**src/rtl/alu32_seq_pkg.sv**
```systemverilog
// alu32_seq_pkg: shared encodings for the 32-bit two-pass ALU sequencer.
// Holds op codes, 16-bit ALU F codes, FSM states, flag/status bit indices.
package alu32_seq_pkg;

    typedef enum logic [2:0] {
        OP_ADD = 3'd0,
        OP_SUB = 3'd1,
        OP_AND = 3'd2,
        OP_OR  = 3'd3,
        OP_XOR = 3'd4,
        OP_NOT = 3'd5,
        OP_SHL = 3'd6,
        OP_SHR = 3'd7
    } op_e;

    localparam logic [4:0] F_TSA = 5'b00000;
    localparam logic [4:0] F_INC = 5'b00001;
    localparam logic [4:0] F_DEC = 5'b00010;
    localparam logic [4:0] F_ADD = 5'b00100;
    localparam logic [4:0] F_ADC = 5'b00101;
    localparam logic [4:0] F_SUB = 5'b00110;
    localparam logic [4:0] F_SBB = 5'b00111;
    localparam logic [4:0] F_AND = 5'b01000;
    localparam logic [4:0] F_OR  = 5'b01001;
    localparam logic [4:0] F_XOR = 5'b01010;
    localparam logic [4:0] F_NOT = 5'b01011;
    localparam logic [4:0] F_SHL = 5'b10000;
    localparam logic [4:0] F_SHR = 5'b10001;
    localparam logic [4:0] F_RCL = 5'b10110;
    localparam logic [4:0] F_RCR = 5'b10111;

    typedef enum logic [1:0] {
        S_IDLE  = 2'd0,
        S_PASS1 = 2'd1,
        S_PASS2 = 2'd2,
        S_DONE  = 2'd3
    } state_e;

    // out_flags = {C, Z, N, V, P}
    localparam int FL_C = 4;
    localparam int FL_Z = 3;
    localparam int FL_N = 2;
    localparam int FL_V = 1;
    localparam int FL_P = 0;

    // ALU Status = {CF, ZF, NF, VF, PF, 0}
    localparam int ST_C = 5;
    localparam int ST_Z = 4;
    localparam int ST_N = 3;
    localparam int ST_V = 2;
    localparam int ST_P = 1;

    // F code for the first or second pass of a 32-bit op
    function automatic logic [4:0] pass_f(input op_e op, input logic second);
        logic [4:0] f;
        f = F_TSA;
        unique case (op)
            OP_ADD:  f = second ? F_ADC : F_ADD;
            OP_SUB:  f = second ? F_SBB : F_SUB;
            OP_AND:  f = F_AND;
            OP_OR:   f = F_OR;
            OP_XOR:  f = F_XOR;
            OP_NOT:  f = F_NOT;
            OP_SHL:  f = second ? F_RCL : F_SHL;
            OP_SHR:  f = second ? F_RCR : F_SHR;
            default: f = F_TSA;
        endcase
        return f;
    endfunction

endpackage

```
**src/rtl/alu32_seq_alu.sv**
```systemverilog
// alu: shared 16-bit combinational ALU (arith, logic, shift/rotate-through-carry).
// Ports: f (op code), a/b operands, cin carry/borrow in, y result, status {C,Z,N,V,P,0}.
module alu
    import alu32_seq_pkg::*;
(
    input  logic [4:0]  f,
    input  logic [15:0] a,
    input  logic [15:0] b,
    input  logic        cin,
    output logic [15:0] y,
    output logic [5:0]  status
);

    logic [16:0] sum;
    logic        c;
    logic        v;

    always_comb begin
        sum = '0;
        y   = '0;
        c   = 1'b0;
        v   = 1'b0;
        unique case (f)
            F_TSA: y = a;
            F_INC: begin
                sum = {1'b0, a} + 17'd1;
                y   = sum[15:0];
                c   = sum[16];
                v   = ~a[15] & y[15];
            end
            F_DEC: begin
                sum = {1'b0, a} - 17'd1;
                y   = sum[15:0];
                c   = sum[16];
                v   = a[15] & ~y[15];
            end
            F_ADD, F_ADC: begin
                sum = {1'b0, a} + {1'b0, b} + {16'd0, cin & f[0]};
                y   = sum[15:0];
                c   = sum[16];
                v   = (a[15] == b[15]) && (y[15] != a[15]);
            end
            // CF is a borrow: set when the subtraction wraps below zero
            F_SUB, F_SBB: begin
                sum = {1'b0, a} - {1'b0, b} - {16'd0, cin & f[0]};
                y   = sum[15:0];
                c   = sum[16];
                v   = (a[15] != b[15]) && (y[15] != a[15]);
            end
            F_AND: y = a & b;
            F_OR:  y = a | b;
            F_XOR: y = a ^ b;
            F_NOT: y = ~a;
            F_SHL: begin
                y = {a[14:0], 1'b0};
                c = a[15];
            end
            F_SHR: begin
                y = {1'b0, a[15:1]};
                c = a[0];
            end
            F_RCL: begin
                y = {a[14:0], cin};
                c = a[15];
            end
            F_RCR: begin
                y = {cin, a[15:1]};
                c = a[0];
            end
            default: y = '0;
        endcase
    end

    assign status = {c, ~|y, y[15], v, ~^y, 1'b0};

endmodule

```
**src/rtl/alu32_seq.sv**
```systemverilog
// alu32_seq: runs 32-bit ops as two passes through the shared 16-bit alu.
// Ports: clk/rst_n; in_valid/in_ready/in_op/in_a/in_b request; out_valid/out_ready/out_result/out_flags response; busy.
module alu32_seq
    import alu32_seq_pkg::*;
(
    input  logic        clk,
    input  logic        rst_n,
    input  logic        in_valid,
    output logic        in_ready,
    input  logic [2:0]  in_op,
    input  logic [31:0] in_a,
    input  logic [31:0] in_b,
    output logic        out_valid,
    input  logic        out_ready,
    output logic [31:0] out_result,
    output logic [4:0]  out_flags,
    output logic        busy
);

    state_e      state_q, state_d;
    op_e         op_q, op_d;
    logic [31:0] a_q, a_d;
    logic [31:0] b_q, b_d;
    logic [15:0] part_q, part_d;
    logic        carry_q, carry_d;
    logic [31:0] result_q, result_d;
    logic [4:0]  flags_q, flags_d;

    logic [4:0]  alu_f;
    logic [15:0] alu_a;
    logic [15:0] alu_b;
    logic        alu_cin;
    logic [15:0] alu_y;
    logic [5:0]  alu_status;

    logic        active;
    logic        second;
    logic        hi_sel;
    logic        is_arith;
    logic        is_logic;
    logic        is_unary;
    logic [31:0] full;
    logic        unused_status;

    alu u_alu (
        .f      (alu_f),
        .a      (alu_a),
        .b      (alu_b),
        .cin    (alu_cin),
        .y      (alu_y),
        .status (alu_status)
    );

    assign unused_status = ^{alu_status[ST_Z], alu_status[ST_N],
                             alu_status[ST_P], alu_status[0]};

    always_comb begin
        active   = (state_q == S_PASS1) || (state_q == S_PASS2);
        second   = (state_q == S_PASS2);
        // right shifts walk high half first so the dropped bit feeds RCR
        hi_sel   = (op_q == OP_SHR) ^ second;
        is_arith = (op_q == OP_ADD) || (op_q == OP_SUB);
        is_logic = op_q inside {OP_AND, OP_OR, OP_XOR, OP_NOT};
        is_unary = op_q inside {OP_NOT, OP_SHL, OP_SHR};
        alu_f    = F_TSA;
        alu_a    = '0;
        alu_b    = '0;
        alu_cin  = 1'b0;
        if (active) begin
            alu_f   = pass_f(op_q, second);
            alu_a   = hi_sel ? a_q[31:16] : a_q[15:0];
            alu_b   = is_unary ? 16'd0
                    : (hi_sel ? b_q[31:16] : b_q[15:0]);
            alu_cin = second && !is_logic && carry_q;
        end
        full = (op_q == OP_SHR) ? {part_q, alu_y} : {alu_y, part_q};
    end

    always_comb begin
        state_d  = state_q;
        op_d     = op_q;
        a_d      = a_q;
        b_d      = b_q;
        part_d   = part_q;
        carry_d  = carry_q;
        result_d = result_q;
        flags_d  = flags_q;
        unique case (state_q)
            S_IDLE: begin
                if (in_valid) begin
                    state_d = S_PASS1;
                    op_d    = op_e'(in_op);
                    a_d     = in_a;
                    b_d     = in_b;
                end
            end
            S_PASS1: begin
                state_d = S_PASS2;
                part_d  = alu_y;
                carry_d = alu_status[ST_C];
            end
            S_PASS2: begin
                state_d        = S_DONE;
                result_d       = full;
                flags_d[FL_C]  = !is_logic && alu_status[ST_C];
                flags_d[FL_Z]  = ~|full;
                flags_d[FL_N]  = full[31];
                flags_d[FL_V]  = is_arith && alu_status[ST_V];
                flags_d[FL_P]  = ~^full;
            end
            S_DONE: begin
                if (out_ready) begin
                    state_d = S_IDLE;
                end
            end
            default: state_d = S_IDLE;
        endcase
    end

    always_ff @(posedge clk or negedge rst_n) begin
        if (!rst_n) begin
            state_q  <= S_IDLE;
            op_q     <= OP_ADD;
            a_q      <= '0;
            b_q      <= '0;
            part_q   <= '0;
            carry_q  <= 1'b0;
            result_q <= '0;
            flags_q  <= '0;
        end else begin
            state_q  <= state_d;
            op_q     <= op_d;
            a_q      <= a_d;
            b_q      <= b_d;
            part_q   <= part_d;
            carry_q  <= carry_d;
            result_q <= result_d;
            flags_q  <= flags_d;
        end
    end

    assign in_ready   = (state_q == S_IDLE);
    assign out_valid  = (state_q == S_DONE);
    assign busy       = (state_q != S_IDLE);
    assign out_result = result_q;
    assign out_flags  = flags_q;

endmodule

```
**config.mk**
```make
export PLATFORM = sky130hd
export DESIGN_NAME = alu32_seq
export DESIGN_NICKNAME = d
export VERILOG_FILES = /design/src/rtl/alu32_seq_pkg.sv /design/src/rtl/alu32_seq_alu.sv /design/src/rtl/alu32_seq.sv
export SDC_FILE = /design/constraint.sdc
export NUM_CORES = 1
export LEC_CHECK = 0
export BUFFER_PORTS_ARGS = -buffer_cell sky130_fd_sc_hd__buf_2
export CORE_ASPECT_RATIO = 0.9
export CORE_MARGIN = 2
export CORE_UTILIZATION = 25
export CTS_BUF_LIST = sky130_fd_sc_hd__clkbuf_4
export DETAILED_ROUTE_END_ITERATION = 12
export HOLD_SLACK_MARGIN = 0.1
export PLACE_DENSITY = 0.43
export SYNTH_ARGS = -nofsm -noshare
export SYNTH_HDL_FRONTEND = slang
export SYNTH_SLANG_ARGS = --single-unit
```
**constraint.sdc**
```tcl
create_clock -name clk -period 5.5 [get_ports clk]
set_clock_uncertainty 0.15 [all_clocks]
set_input_delay 0.275 -clock clk [delete_from_list [all_inputs] [get_ports clk]]
set_output_delay 0.275 -clock clk [all_outputs]
set_load 0.05 [all_outputs]
```
==> results.sh <==
export IMPL_dp_hpwl_um=22200
export IMPL_maxCapViolations=0
export IMPL_multi_input_area_um2=5540
export IMPL_root_buffer="clkbuf_4"
export IMPL_yosysUniqueCellTypes=82
export IMPL_worst_slew_pin_slew_ns=1.11
export IMPL_end_kind="register"
export IMPL_drc=0
export IMPL_final_layout_size_suffix_gt1_share_pct=33.8
export IMPL_start_kind="register"
export IMPL_fin_nets=1311
export IMPL_cts_tree="yes"
export IMPL_synth_seq_cells=122
export IMPL_grt_pass1_vias=7690
export IMPL_seqCellArea_um2=3050
export IMPL_ant_nets=0
export IMPL_worstRegToRegCells=22
export IMPL_ys_seq_area_share_pct=34.0
export IMPL_numPortBuffers=110
export IMPL_syn_mean_instance_area_um2=9.80
export IMPL_grt_pass1_wl_um=45300
export IMPL_dieArea_um2=37500
export IMPL_worstPathRequired_ns=5.80
export IMPL_fill_cells=3689
export IMPL_hp_class="primary input to async pin"
export IMPL_timing_fmax_mhz=195
export IMPL_cp_arrival_ns=5.43
export IMPL_drtIter0Drc=493
export IMPL_gr_total_overflow=0
export IMPL_yosysWarnings=0
export IMPL_cpPeakStageDelay_ns=0.42
export IMPL_antenna_found_initial=2
export IMPL_synth_edf_count=0
export IMPL_fin_crit_sh_pct=93.4
export IMPL_setup_violations=0
export IMPL_cp_startpoint="state_q[0]$_DFFE_PN0P_"
export IMPL_path_cells="inv_1 > ha_2 > ha_4 > buf_12 > mux2_2 > and3_1 > ha_1 > inv_1 > ha_1 > a21oi_1 > o21ai_1 > a41oi_2 > o31a_4 > xor2_1 > o21ai_1 > o41ai_2 > ha_1 > xor2_1 > xnor2_1 > xnor2_1 > xnor2_1 > mux2_2"
export IMPL_status="finished, final reports clean"
export IMPL_insertion_delay_ns=0.56
export IMPL_synth_nets=1073
export IMPL_h_tree_depth=4
export IMPL_rows=65
export IMPL_critPathKind="register to register"
export IMPL_hold_viol_final=0
export IMPL_drt_wl_total_um=29200
export IMPL_vias=7683
export IMPL_slowest_stage="o41ai_2"
export IMPL_cts_sinks=122
export IMPL_slew_violations=0
export IMPL_cts_buffer_depth=2
export IMPL_rsz0062_at_grt="no"
export IMPL_post_drt_wl_per_cell_um=17.8
export IMPL_area_growth_pct=29.7
export IMPL_grt_max_degree=72
export IMPL_async_flop_share_pct=100
export IMPL_dr_pass1_iters=5
export IMPL_via_per_inst=4.69
export IMPL_groute_usage_overall_pct=15.8
export IMPL_synth_flop_cell="dfrtp_1"
export IMPL_coreArea_um2=35200
export IMPL_rr_startpoint="state_q[0]$_DFFE_PN0P_"
export IMPL_syn_area_um2=8990
export IMPL_netlist_instances=917
export IMPL_worstPathMaxFanout=15
export IMPL_die_h_um=184
export IMPL_io_pins=111
export IMPL_slew_headroom_pct=26.2
export IMPL_setup_tns_ns=0
export IMPL_min_period_ns=5.13
export IMPL_start_util_pct=25.5
export IMPL_die_w_um=204
export IMPL_clkSlewWorstSetupHoldPaths_ns=0.12
export IMPL_gp_congestion=0.871
export IMPL_cts_buffers_inserted=17
[registers in the layout, summed over array words and instances, names as in the netlist]
name        cells
a_q            32
b_q            32
carry_q         1
op_q            3
part_q         16
out_flags       5
out_result     31
state_q         2
[worst max-delay path, delay by kind of cell, from the launching register on]
kind	cells	cell delay (ns)
adder cells (fa/ha/maj)	5	1.42
AO/OA/AOI/OAI	6	1.23
XOR/XNOR	5	0.75
multiplexers	2	0.59
flip-flops	1	0.36
buffers and inverters	3	0.28
AND/OR/NAND/NOR	1	0.21
[synth_stat cells, types with 12 or more instances]
| cell type | instances | area, µm² |
|---|---|---|
| a22oi_1 | 14 | 105 |
| xnor2_1 | 24 | 210 |
| mux2_2 | 96 | 1080 |
| nor2_1 | 60 | 225 |
| inv_1 | 70 | 263 |
| a21oi_1 | 62 | 310 |
| mux2i_1 | 23 | 230 |
| nand3_1 | 15 | 75.1 |
| o22ai_1 | 12 | 75.1 |
| nand2_1 | 46 | 173 |
| o21ai_0 | 21 | 105 |
| a21o_1 | 19 | 143 |
| ha_1 | 81 | 1010 |
| clkbuf_1 | 39 | 146 |
| dfrtp_1 | 122 | 3050 |
[placed cells by master (no fill, tap or decap), types with 41 or more instances in the layout]
| cell | count |
|---|---|
| nand2_1 | 41 |
| dlygate4sd3_1 | 71 |
| dfrtp_1 | 122 |
| mux2_2 | 96 |
| a21oi_1 | 59 |
| ha_1 | 75 |
| inv_1 | 70 |
| nor2_1 | 60 |
| buf_2 | 109 |
| buf_4 | 91 |
[per-layer routing]
metal	wire length, µm	GRT usage [%]
met2	13400	25.2
met4	595	5.08
met3	1040	2.45
met1	14100	21.9
met5	0	0
[path summary, 6_finish.rpt]
kind                                                    to  slack, ns
worst min register to register          a_q[2]$_DFFE_PN0P_       0.36
worst max-delay path              out_flags[0]$_DFFE_PN0N_       0.37
worst max register to register    out_flags[0]$_DFFE_PN0N_       0.37
worst min-delay path                state_q[1]$_DFFE_PN0P_       0.20
max in group asynchronous       out_result[30]$_DFFE_PN0N_       3.77
min in group clk                       a_q[13]$_DFFE_PN0P_       0.33
[stage by stage]
step / instances / hold WS, ns / util (%) / cell area [µm²] / setup WS, ns
6_report: 1637 / 0.198 / 33.1 / 11700 / 0.366
5_1_grt: 1637 / 0.263 / 33.1 / 11700 / 0.0326
4_1_cts: 1623 / 0.227 / 32.5 / 11400 / 0.0339
3_5_place_dp: 1522 / 0.313 / 29.8 / 10500 / 0.0104
3_3_place_gp: 1522 / 0.309 / 29.8 / 10500 / -0.0473
2_1_floorplan: 917 / -0.171 / - / 8990 / 0.0673
[timing repair]
item	CTS	global route
pin swaps	0	10
endpoints found under the hold margin	139	0
hold buffers	71	0
resized for setup	1	32
setup buffers	0	12
setup endpoints to repair	1	1
[cell type report]
class	count	area share, %
clock buffers	18	1.16
repair buffers	273	16.9
diodes	2	0.0429
well taps	469	5.03
clock inverters	12	0.730
flip-flops and latches	122	26.2
inverters	76	2.45
multi-input cells	665	47.5
[cells by family after synthesis]
| group | Yosys count | share of synthesized area, % |
|---|---|---|
| AOI/OAI and AO/OA | 217 | 17.4 |
| and+or+nand+nor | 205 | 11.7 |
| buffers and inverters | 130 | 5.96 |
| muxes | 127 | 15.8 |
| DFF | 122 | 34.0 |
| adders and majority gates | 85 | 12.2 |
| xor gates and xnor gates | 31 | 3.02 |
Power is not shown: default switching activity piles up to over one toggle a cycle in this logic, so the estimate is an artifact.
